[src/rtl/cache_line_writeback_if.sv]
// -----------------------------------------------------------------------------
// cache_line_writeback_if
//   Bundles the request, cache-data-unit read and backing-memory beat
//   signals of the line writeback engine.
//   master : the writeback engine (cache_line_writeback)
//   slave  : the surrounding logic / memory that it talks to
//   Request      : start_i, line_idx_i, mem_base_i -> busy_o, done_o
//   Data unit    : cdu_addr_o, cdu_width_o -> cdu_rdata_i (1-cycle sync read)
//   Memory beats : mem_valid_o, mem_addr_o, mem_data_o, mem_last_o <- mem_ready_i
// -----------------------------------------------------------------------------
interface cache_line_writeback_if #(
    parameter int ADDR_WIDTH     = 8,
    parameter int LINE_WIDTH     = 128,
    parameter int BEAT_WIDTH     = 32,
    parameter int MEM_ADDR_WIDTH = 32
);
    localparam int OFF = $clog2(LINE_WIDTH / 8);

    logic                      start_i;
    logic [ADDR_WIDTH-OFF-1:0] line_idx_i;
    logic [MEM_ADDR_WIDTH-1:0] mem_base_i;
    logic                      busy_o;
    logic                      done_o;

    logic [ADDR_WIDTH-1:0]     cdu_addr_o;
    logic [1:0]                cdu_width_o;
    logic [LINE_WIDTH-1:0]     cdu_rdata_i;

    logic                      mem_valid_o;
    logic                      mem_ready_i;
    logic [MEM_ADDR_WIDTH-1:0] mem_addr_o;
    logic [BEAT_WIDTH-1:0]     mem_data_o;
    logic                      mem_last_o;

    modport master (
        input  start_i, line_idx_i, mem_base_i, cdu_rdata_i, mem_ready_i,
        output busy_o, done_o, cdu_addr_o, cdu_width_o,
               mem_valid_o, mem_addr_o, mem_data_o, mem_last_o
    );

    modport slave (
        output start_i, line_idx_i, mem_base_i, cdu_rdata_i, mem_ready_i,
        input  busy_o, done_o, cdu_addr_o, cdu_width_o,
               mem_valid_o, mem_addr_o, mem_data_o, mem_last_o
    );
endinterface

[src/rtl/cache_line_writeback.sv]
// -----------------------------------------------------------------------------
// cache_line_writeback
//   Dirty-line eviction engine. On start it reads one full line from the cache
//   data unit (line-width access), holds it in a local line buffer and streams
//   it to backing memory as LINE_WIDTH/BEAT_WIDTH beats over valid/ready.
//   Ports:
//     clk_i  : clock, all state on the rising edge
//     rst_i  : asynchronous active-high reset, aborts any transfer
//     bus    : cache_line_writeback_if.master (request, data unit, memory beats)
//   Sequence: IDLE -> RD -> CAP -> SEND (one state per beat handshake) -> DONE.
// -----------------------------------------------------------------------------
module cache_line_writeback #(
    parameter int ADDR_WIDTH     = 8,
    parameter int LINE_WIDTH     = 128,
    parameter int BEAT_WIDTH     = 32,
    parameter int MEM_ADDR_WIDTH = 32
) (
    input  logic clk_i,
    input  logic rst_i,
    cache_line_writeback_if.master bus
);
    localparam int OFF        = $clog2(LINE_WIDTH / 8);
    localparam int NBEATS     = LINE_WIDTH / BEAT_WIDTH;
    localparam int BCW        = (NBEATS > 1) ? $clog2(NBEATS) : 1;
    localparam int BEAT_SHIFT = $clog2(BEAT_WIDTH / 8);
    localparam logic [BCW-1:0] LAST_BEAT = BCW'(NBEATS - 1);

    typedef enum logic [2:0] {
        S_IDLE,
        S_RD,
        S_CAP,
        S_SEND,
        S_DONE
    } state_t;

    state_t                    state;
    state_t                    state_nxt;
    logic [BCW-1:0]            beat;
    logic [LINE_WIDTH-1:0]     line_buf;
    logic [MEM_ADDR_WIDTH-1:0] base;
    logic [ADDR_WIDTH-1:0]     cdu_addr;
    logic [BEAT_WIDTH-1:0]     beat_data;
    logic                      is_last;
    logic                      accept;
    logic                      beat_fire;

    assign is_last   = (beat == LAST_BEAT);
    assign accept    = (state == S_IDLE) && bus.start_i;
    // ready only counts while a beat is actually presented
    assign beat_fire = (state == S_SEND) && bus.mem_ready_i;

    // ---- control: state register ----
    always_ff @(posedge clk_i or posedge rst_i) begin
        if (rst_i) begin
            state <= S_IDLE;
        end else begin
            state <= state_nxt;
        end
    end

    always_comb begin
        state_nxt = state;
        case (state)
            S_IDLE: if (bus.start_i) state_nxt = S_RD;
            // data unit samples cdu_addr at the end of RD, data is valid in CAP
            S_RD:   state_nxt = S_CAP;
            S_CAP:  state_nxt = S_SEND;
            S_SEND: if (beat_fire && is_last) state_nxt = S_DONE;
            S_DONE: state_nxt = S_IDLE;
            default: state_nxt = S_IDLE;
        endcase
    end

    // ---- datapath: request latch, line capture, beat counter ----
    always_ff @(posedge clk_i or posedge rst_i) begin
        if (rst_i) begin
            cdu_addr <= '0;
            base     <= '0;
            line_buf <= '0;
            beat     <= '0;
        end else begin
            if (accept) begin
                cdu_addr <= {bus.line_idx_i, {OFF{1'b0}}};
                // force line alignment so beat offsets never carry past OFF
                base     <= {bus.mem_base_i[MEM_ADDR_WIDTH-1:OFF], {OFF{1'b0}}};
            end
            if (state == S_CAP) begin
                line_buf <= bus.cdu_rdata_i;
                beat     <= '0;
            end else if (beat_fire && !is_last) begin
                beat     <= beat + 1'b1;
            end
        end
    end

    // ---- beat output: little-endian slice of the captured line ----
    always_comb begin
        beat_data = '0;
        for (int i = 0; i < NBEATS; i++) begin
            if (beat == BCW'(i)) begin
                beat_data = line_buf[i*BEAT_WIDTH +: BEAT_WIDTH];
            end
        end
    end

    assign bus.busy_o      = (state != S_IDLE);
    assign bus.done_o      = (state == S_DONE);
    assign bus.cdu_addr_o  = cdu_addr;
    assign bus.cdu_width_o = 2'b00;
    assign bus.mem_valid_o = (state == S_SEND);
    assign bus.mem_last_o  = (state == S_SEND) && is_last;
    assign bus.mem_data_o  = beat_data;
    // modulo 2^MEM_ADDR_WIDTH by construction of the adder width
    assign bus.mem_addr_o  = base + (MEM_ADDR_WIDTH'(beat) << BEAT_SHIFT);

    // a presented beat must hold until it is taken
    property p_beat_hold;
        @(posedge clk_i) disable iff (rst_i)
        (bus.mem_valid_o && !bus.mem_ready_i) |=>
            (bus.mem_valid_o && $stable(bus.mem_addr_o) &&
             $stable(bus.mem_data_o) && $stable(bus.mem_last_o));
    endproperty
    a_beat_hold: assert property (p_beat_hold);

    property p_done_single;
        @(posedge clk_i) disable iff (rst_i)
        bus.done_o |=> !bus.done_o;
    endproperty
    a_done_single: assert property (p_done_single);

endmodule

[src/flat_wrapper.sv]
// flat-port wrapper written by rule: the top's interface ports become plain ports
module cache_line_writeback_flat 
#(
    parameter int ADDR_WIDTH     = 8,
    parameter int LINE_WIDTH     = 128,
    parameter int BEAT_WIDTH     = 32,
    parameter int MEM_ADDR_WIDTH = 32
)
  (clk_i, rst_i, bus_start_i, bus_line_idx_i, bus_mem_base_i, bus_cdu_rdata_i, bus_mem_ready_i, bus_busy_o, bus_done_o, bus_cdu_addr_o, bus_cdu_width_o, bus_mem_valid_o, bus_mem_addr_o, bus_mem_data_o, bus_mem_last_o);
  cache_line_writeback_if #(.ADDR_WIDTH(ADDR_WIDTH), .LINE_WIDTH(LINE_WIDTH), .BEAT_WIDTH(BEAT_WIDTH), .MEM_ADDR_WIDTH(MEM_ADDR_WIDTH)) bus_i ();
  input  logic clk_i;
  input  logic rst_i;
  input wire logic [$bits(bus_i.start_i)-1:0] bus_start_i;
  input wire logic [$bits(bus_i.line_idx_i)-1:0] bus_line_idx_i;
  input wire logic [$bits(bus_i.mem_base_i)-1:0] bus_mem_base_i;
  input wire logic [$bits(bus_i.cdu_rdata_i)-1:0] bus_cdu_rdata_i;
  input wire logic [$bits(bus_i.mem_ready_i)-1:0] bus_mem_ready_i;
  output wire logic [$bits(bus_i.busy_o)-1:0] bus_busy_o;
  output wire logic [$bits(bus_i.done_o)-1:0] bus_done_o;
  output wire logic [$bits(bus_i.cdu_addr_o)-1:0] bus_cdu_addr_o;
  output wire logic [$bits(bus_i.cdu_width_o)-1:0] bus_cdu_width_o;
  output wire logic [$bits(bus_i.mem_valid_o)-1:0] bus_mem_valid_o;
  output wire logic [$bits(bus_i.mem_addr_o)-1:0] bus_mem_addr_o;
  output wire logic [$bits(bus_i.mem_data_o)-1:0] bus_mem_data_o;
  output wire logic [$bits(bus_i.mem_last_o)-1:0] bus_mem_last_o;
  assign bus_i.start_i = bus_start_i;
  assign bus_i.line_idx_i = bus_line_idx_i;
  assign bus_i.mem_base_i = bus_mem_base_i;
  assign bus_i.cdu_rdata_i = bus_cdu_rdata_i;
  assign bus_i.mem_ready_i = bus_mem_ready_i;
  assign bus_busy_o = bus_i.busy_o;
  assign bus_done_o = bus_i.done_o;
  assign bus_cdu_addr_o = bus_i.cdu_addr_o;
  assign bus_cdu_width_o = bus_i.cdu_width_o;
  assign bus_mem_valid_o = bus_i.mem_valid_o;
  assign bus_mem_addr_o = bus_i.mem_addr_o;
  assign bus_mem_data_o = bus_i.mem_data_o;
  assign bus_mem_last_o = bus_i.mem_last_o;
  cache_line_writeback #(.ADDR_WIDTH(ADDR_WIDTH), .LINE_WIDTH(LINE_WIDTH), .BEAT_WIDTH(BEAT_WIDTH), .MEM_ADDR_WIDTH(MEM_ADDR_WIDTH)) u_core (.clk_i(clk_i), .rst_i(rst_i), .bus(bus_i));
endmodule
[config.mk]
export PLATFORM = sky130hd
export DESIGN_NAME = cache_line_writeback_flat
export DESIGN_NICKNAME = d
export VERILOG_FILES = /design/src/rtl/cache_line_writeback_if.sv /design/src/rtl/cache_line_writeback.sv /design/src/flat_wrapper.sv
export SDC_FILE = /design/constraint.sdc
export NUM_CORES = 1
export LEC_CHECK = 0
export CELL_PAD_IN_SITES_DETAIL_PLACEMENT = 0
export CELL_PAD_IN_SITES_GLOBAL_PLACEMENT = 1
export CORE_MARGIN = 4
export CORE_UTILIZATION = 40
export DETAILED_ROUTE_END_ITERATION = 10
export PLACE_DENSITY_LB_ADDON = 0.1
export SLEW_MARGIN = 5
export SYNTH_ARGS = -nofsm -noshare
export SYNTH_HDL_FRONTEND = slang
export SYNTH_SLANG_ARGS = --single-unit
[constraint.sdc]
create_clock -name clk_i -period 15.36 [get_ports clk_i]
set_input_delay 3.072 -clock clk_i [delete_from_list [all_inputs] [get_ports clk_i]]
set_output_delay 3.072 -clock clk_i [all_outputs]
set_load 0.05 [all_outputs]
==> impl_metrics.tcl <==
set metrics [dict create \
    drc 0 \
    ys_types 30 \
    dr.pass1.iters 4 \
    powerDensity_mw_per_mm2 256.3 \
    synthToLayoutAreaGrowth_pct 38.22 \
    timing.hold.ws_ps 485.7 \
    register_area_sq_mm 0.004129 \
    die_w_um 148 \
    synth_top_area_share_pct 52.67 \
    num-fill-cells 1605 \
    multiInputGateArea_sq_mm 0.003196 \
    end_kind "output pin" \
    first_global_vias 5627 \
    yosysTopAreaCell "dfrtp_1" \
    postCtsResizedCells 0 \
    seq_area_frac_synth_pct 52.67 \
    cts_root_buffer "clkbuf_16" \
    drive_gt1_share_pct 26.90 \
    ant_nets 0 \
    port_buffers 233 \
    netlist_area_sq_mm 0.007840 \
    via_count 5080 \
    core-area_sq_mm 0.01902 \
    cts_setup_buffers 0 \
    slowest_delay_ps 920 \
    vdd_drop_max_uv 141.6 \
    synth_flop_cell "dfrtp_1" \
    tightest_slew_ps 1027 \
    stdcell_count 1023 \
    hp-class "flip-flop to flip-flop" \
    dpl.cell_count 990 \
    cpMaxStageDelayCell "nor2b_4" \
    fin_crit_ps 6789 \
    cts_tree "done" \
    grt_max_degree 109 \
    postPlaceCellArea_sq_mm 0.01017 \
    wl_per_cell_um 19.36 \
    critPathRequiredTime_ps 12290 \
    crit_chain "inv_1, ha_2, nor2b_4, a22oi_1, a221oi_1, clkdlybuf4s50_1" \
    clk_latency_ps 420 \
    clock_sinks 165 \
    grt_pass1_wl_um 31370 \
    p_leak_nw 4.660 \
    synth.most_common_cell "dfrtp_1" \
    arrival_ps 3720 \
    period_share_pct 44.20 \
    slew_violations 0 \
    num-nets-final 921 \
    start_util_pct 41.22 \
    fp.dieH_um 148 \
    cts-htree-levels 4 \
    start_kind "flip-flop" \
    finish.utilization_pct 56.98 \
    rsz0062_at_grt "false" \
    num_rows 50 \
    cts_made_buffers 17 \
    antenna_found_initial 1 \
    skew_ps 8.830 \
    die_area_sq_mm 0.02190 \
    syn_avg_cell_area_sq_um 14.79 \
    clkSlewWorstSetupHoldPaths_ps 60 \
    initialDrtViolationCount 212 \
    dpl.hpwl_um 13070 \
    drv_cap 0 \
    grt.total_usage_pct 18.08 \
    max_slew_margin_pct 31.42 \
    setup_viol 0 \
    synth_cells 530 \
    drt-vias-per-instance 4.966 \
    design_area_sq_mm 0.01084 \
    power_mw 2.777 \
    yosysWarnings 0 \
    setup_slack_ps 8571 \
    postCtsHoldBufs 0 \
    totalWireLength_um 19810 \
    hold_violations 0 \
    io_pins 246 \
    clock_path_buffers 2 \
    place.gp.congestion 0.7475 \
    synth_common_cells "dfrtp_1 (165), mux2_4 (102), mux2_2 (56)" \
    setup_tns_ps 0 \
    overflow 0 \
    synth_edf_count 0 \
    synthArstFlopShare_pct 100.0 \
    fmax_mhz 147.3 \
    critPathKind "flip-flop to output pin" \
    dpl_worst_slack_ps 8905 \
    synth_area_leaders "dfrtp_1 (53%), mux2_4 (20%), mux2_2 (8.0%)" \
    synth_seq_cells 165 \
    cp_max_fo 33 \
    outcome "finished, final reports clean" \
]
-- routing by layer --
| metal | GRT usage, % | share of wire [%] | vias to the layer above |
|---|---|---|---|
| met5 | 0 | 0 | - |
| met4 | 4.850 | 1.2 | 0 |
| met3 | 5.549 | 7.7 | 17 |
| met2 | 29.44 | 48 | 162 |
| met1 | 23.56 | 43 | 2566 |
| li1 | - | - | 2335 |
-- path summary, 6_finish.rpt --
path | endpoint | slack [ps] | cells past startpoint | startpoint
setup / recovery | bus_mem_data_o[0] | 8570 | 6 | u_core.beat[1]
min in group asynchronous | u_core.base[18] | 3280 | 2 | rst_i
max in group asynchronous | u_core.beat[0] | 10710 | 3 | rst_i
hold / removal | u_core.base[24] | 490 | 1 | u_core.base[24]
setup reg to reg | u_core.line_buf[12] | 12740 | 5 | u_core.state[2]
hold reg to reg | u_core.base[24] | 490 | 1 | u_core.base[24]
-- state kept, by name, summed over array words and instances, names as in the netlist --
name / cells
u_core.base: 28
u_core.state: 3
u_core.bus.cdu_addr_o: 4
u_core.beat: 2
u_core.line_buf: 128
-- report_power, final --
group	internal, mW	leakage, nW	switching [mW]
logic	0.666	2.37	0.855
clock network	0.295	0.322	0.181
registers	0.656	1.97	0.124
total	1.62	4.66	1.16
-- critical path, delay by kind of cell (launching register included) --
kind	cells	cell delay, ps
buffers and inverters	2	1000
AND/OR/NAND/NOR	1	920
AO/OA/AOI/OAI	2	500
adder cells (fa/ha/maj)	1	460
flip-flops	1	410
-- final cells by class --
| class | instances | share of cell area (%) |
|---|---|---|
| diodes | 1 | 0.02309 |
| clock buffers | 18 | 4.053 |
| clock inverters | 14 | 2.032 |
| inverters | 36 | 1.293 |
| multi-input cells | 289 | 29.49 |
| flip-flops and latches | 165 | 38.10 |
| well taps | 260 | 3.002 |
| repair buffers | 240 | 22.01 |
-- cell families after synthesis --
kind of cell	count (synthesis)	share of synthesized area, %
AOI/OAI and AO/OA	69	7.150
adders and majority gates	4	0.6384
buffers and inverters	83	7.166
DFF	165	52.67
muxes	160	27.86
other	1	0.04783
and+or+nand+nor	48	4.469
-- layout by cell type (no fill, tap or decap), types with 2 or more instances in the layout --
cell	n
mux2_4	102
ha_2	2
and3_1	2
clkinv_4	2
clkdlybuf4s50_1	233
nor2_1	4
conb_1	8
nor2_4	2
clkbuf_16	17
clkinv_2	2
buf_4	7
inv_6	5
bufinv_16	5
mux2_1	2
and2_1	2
inv_1	35
nor3b_1	32
dfrtp_1	165
a22oi_1	32
a221oi_1	32
ha_1	2
nand2b_1	2
mux2_2	56
No activity file was read; power rests on OpenSTA's default activity.
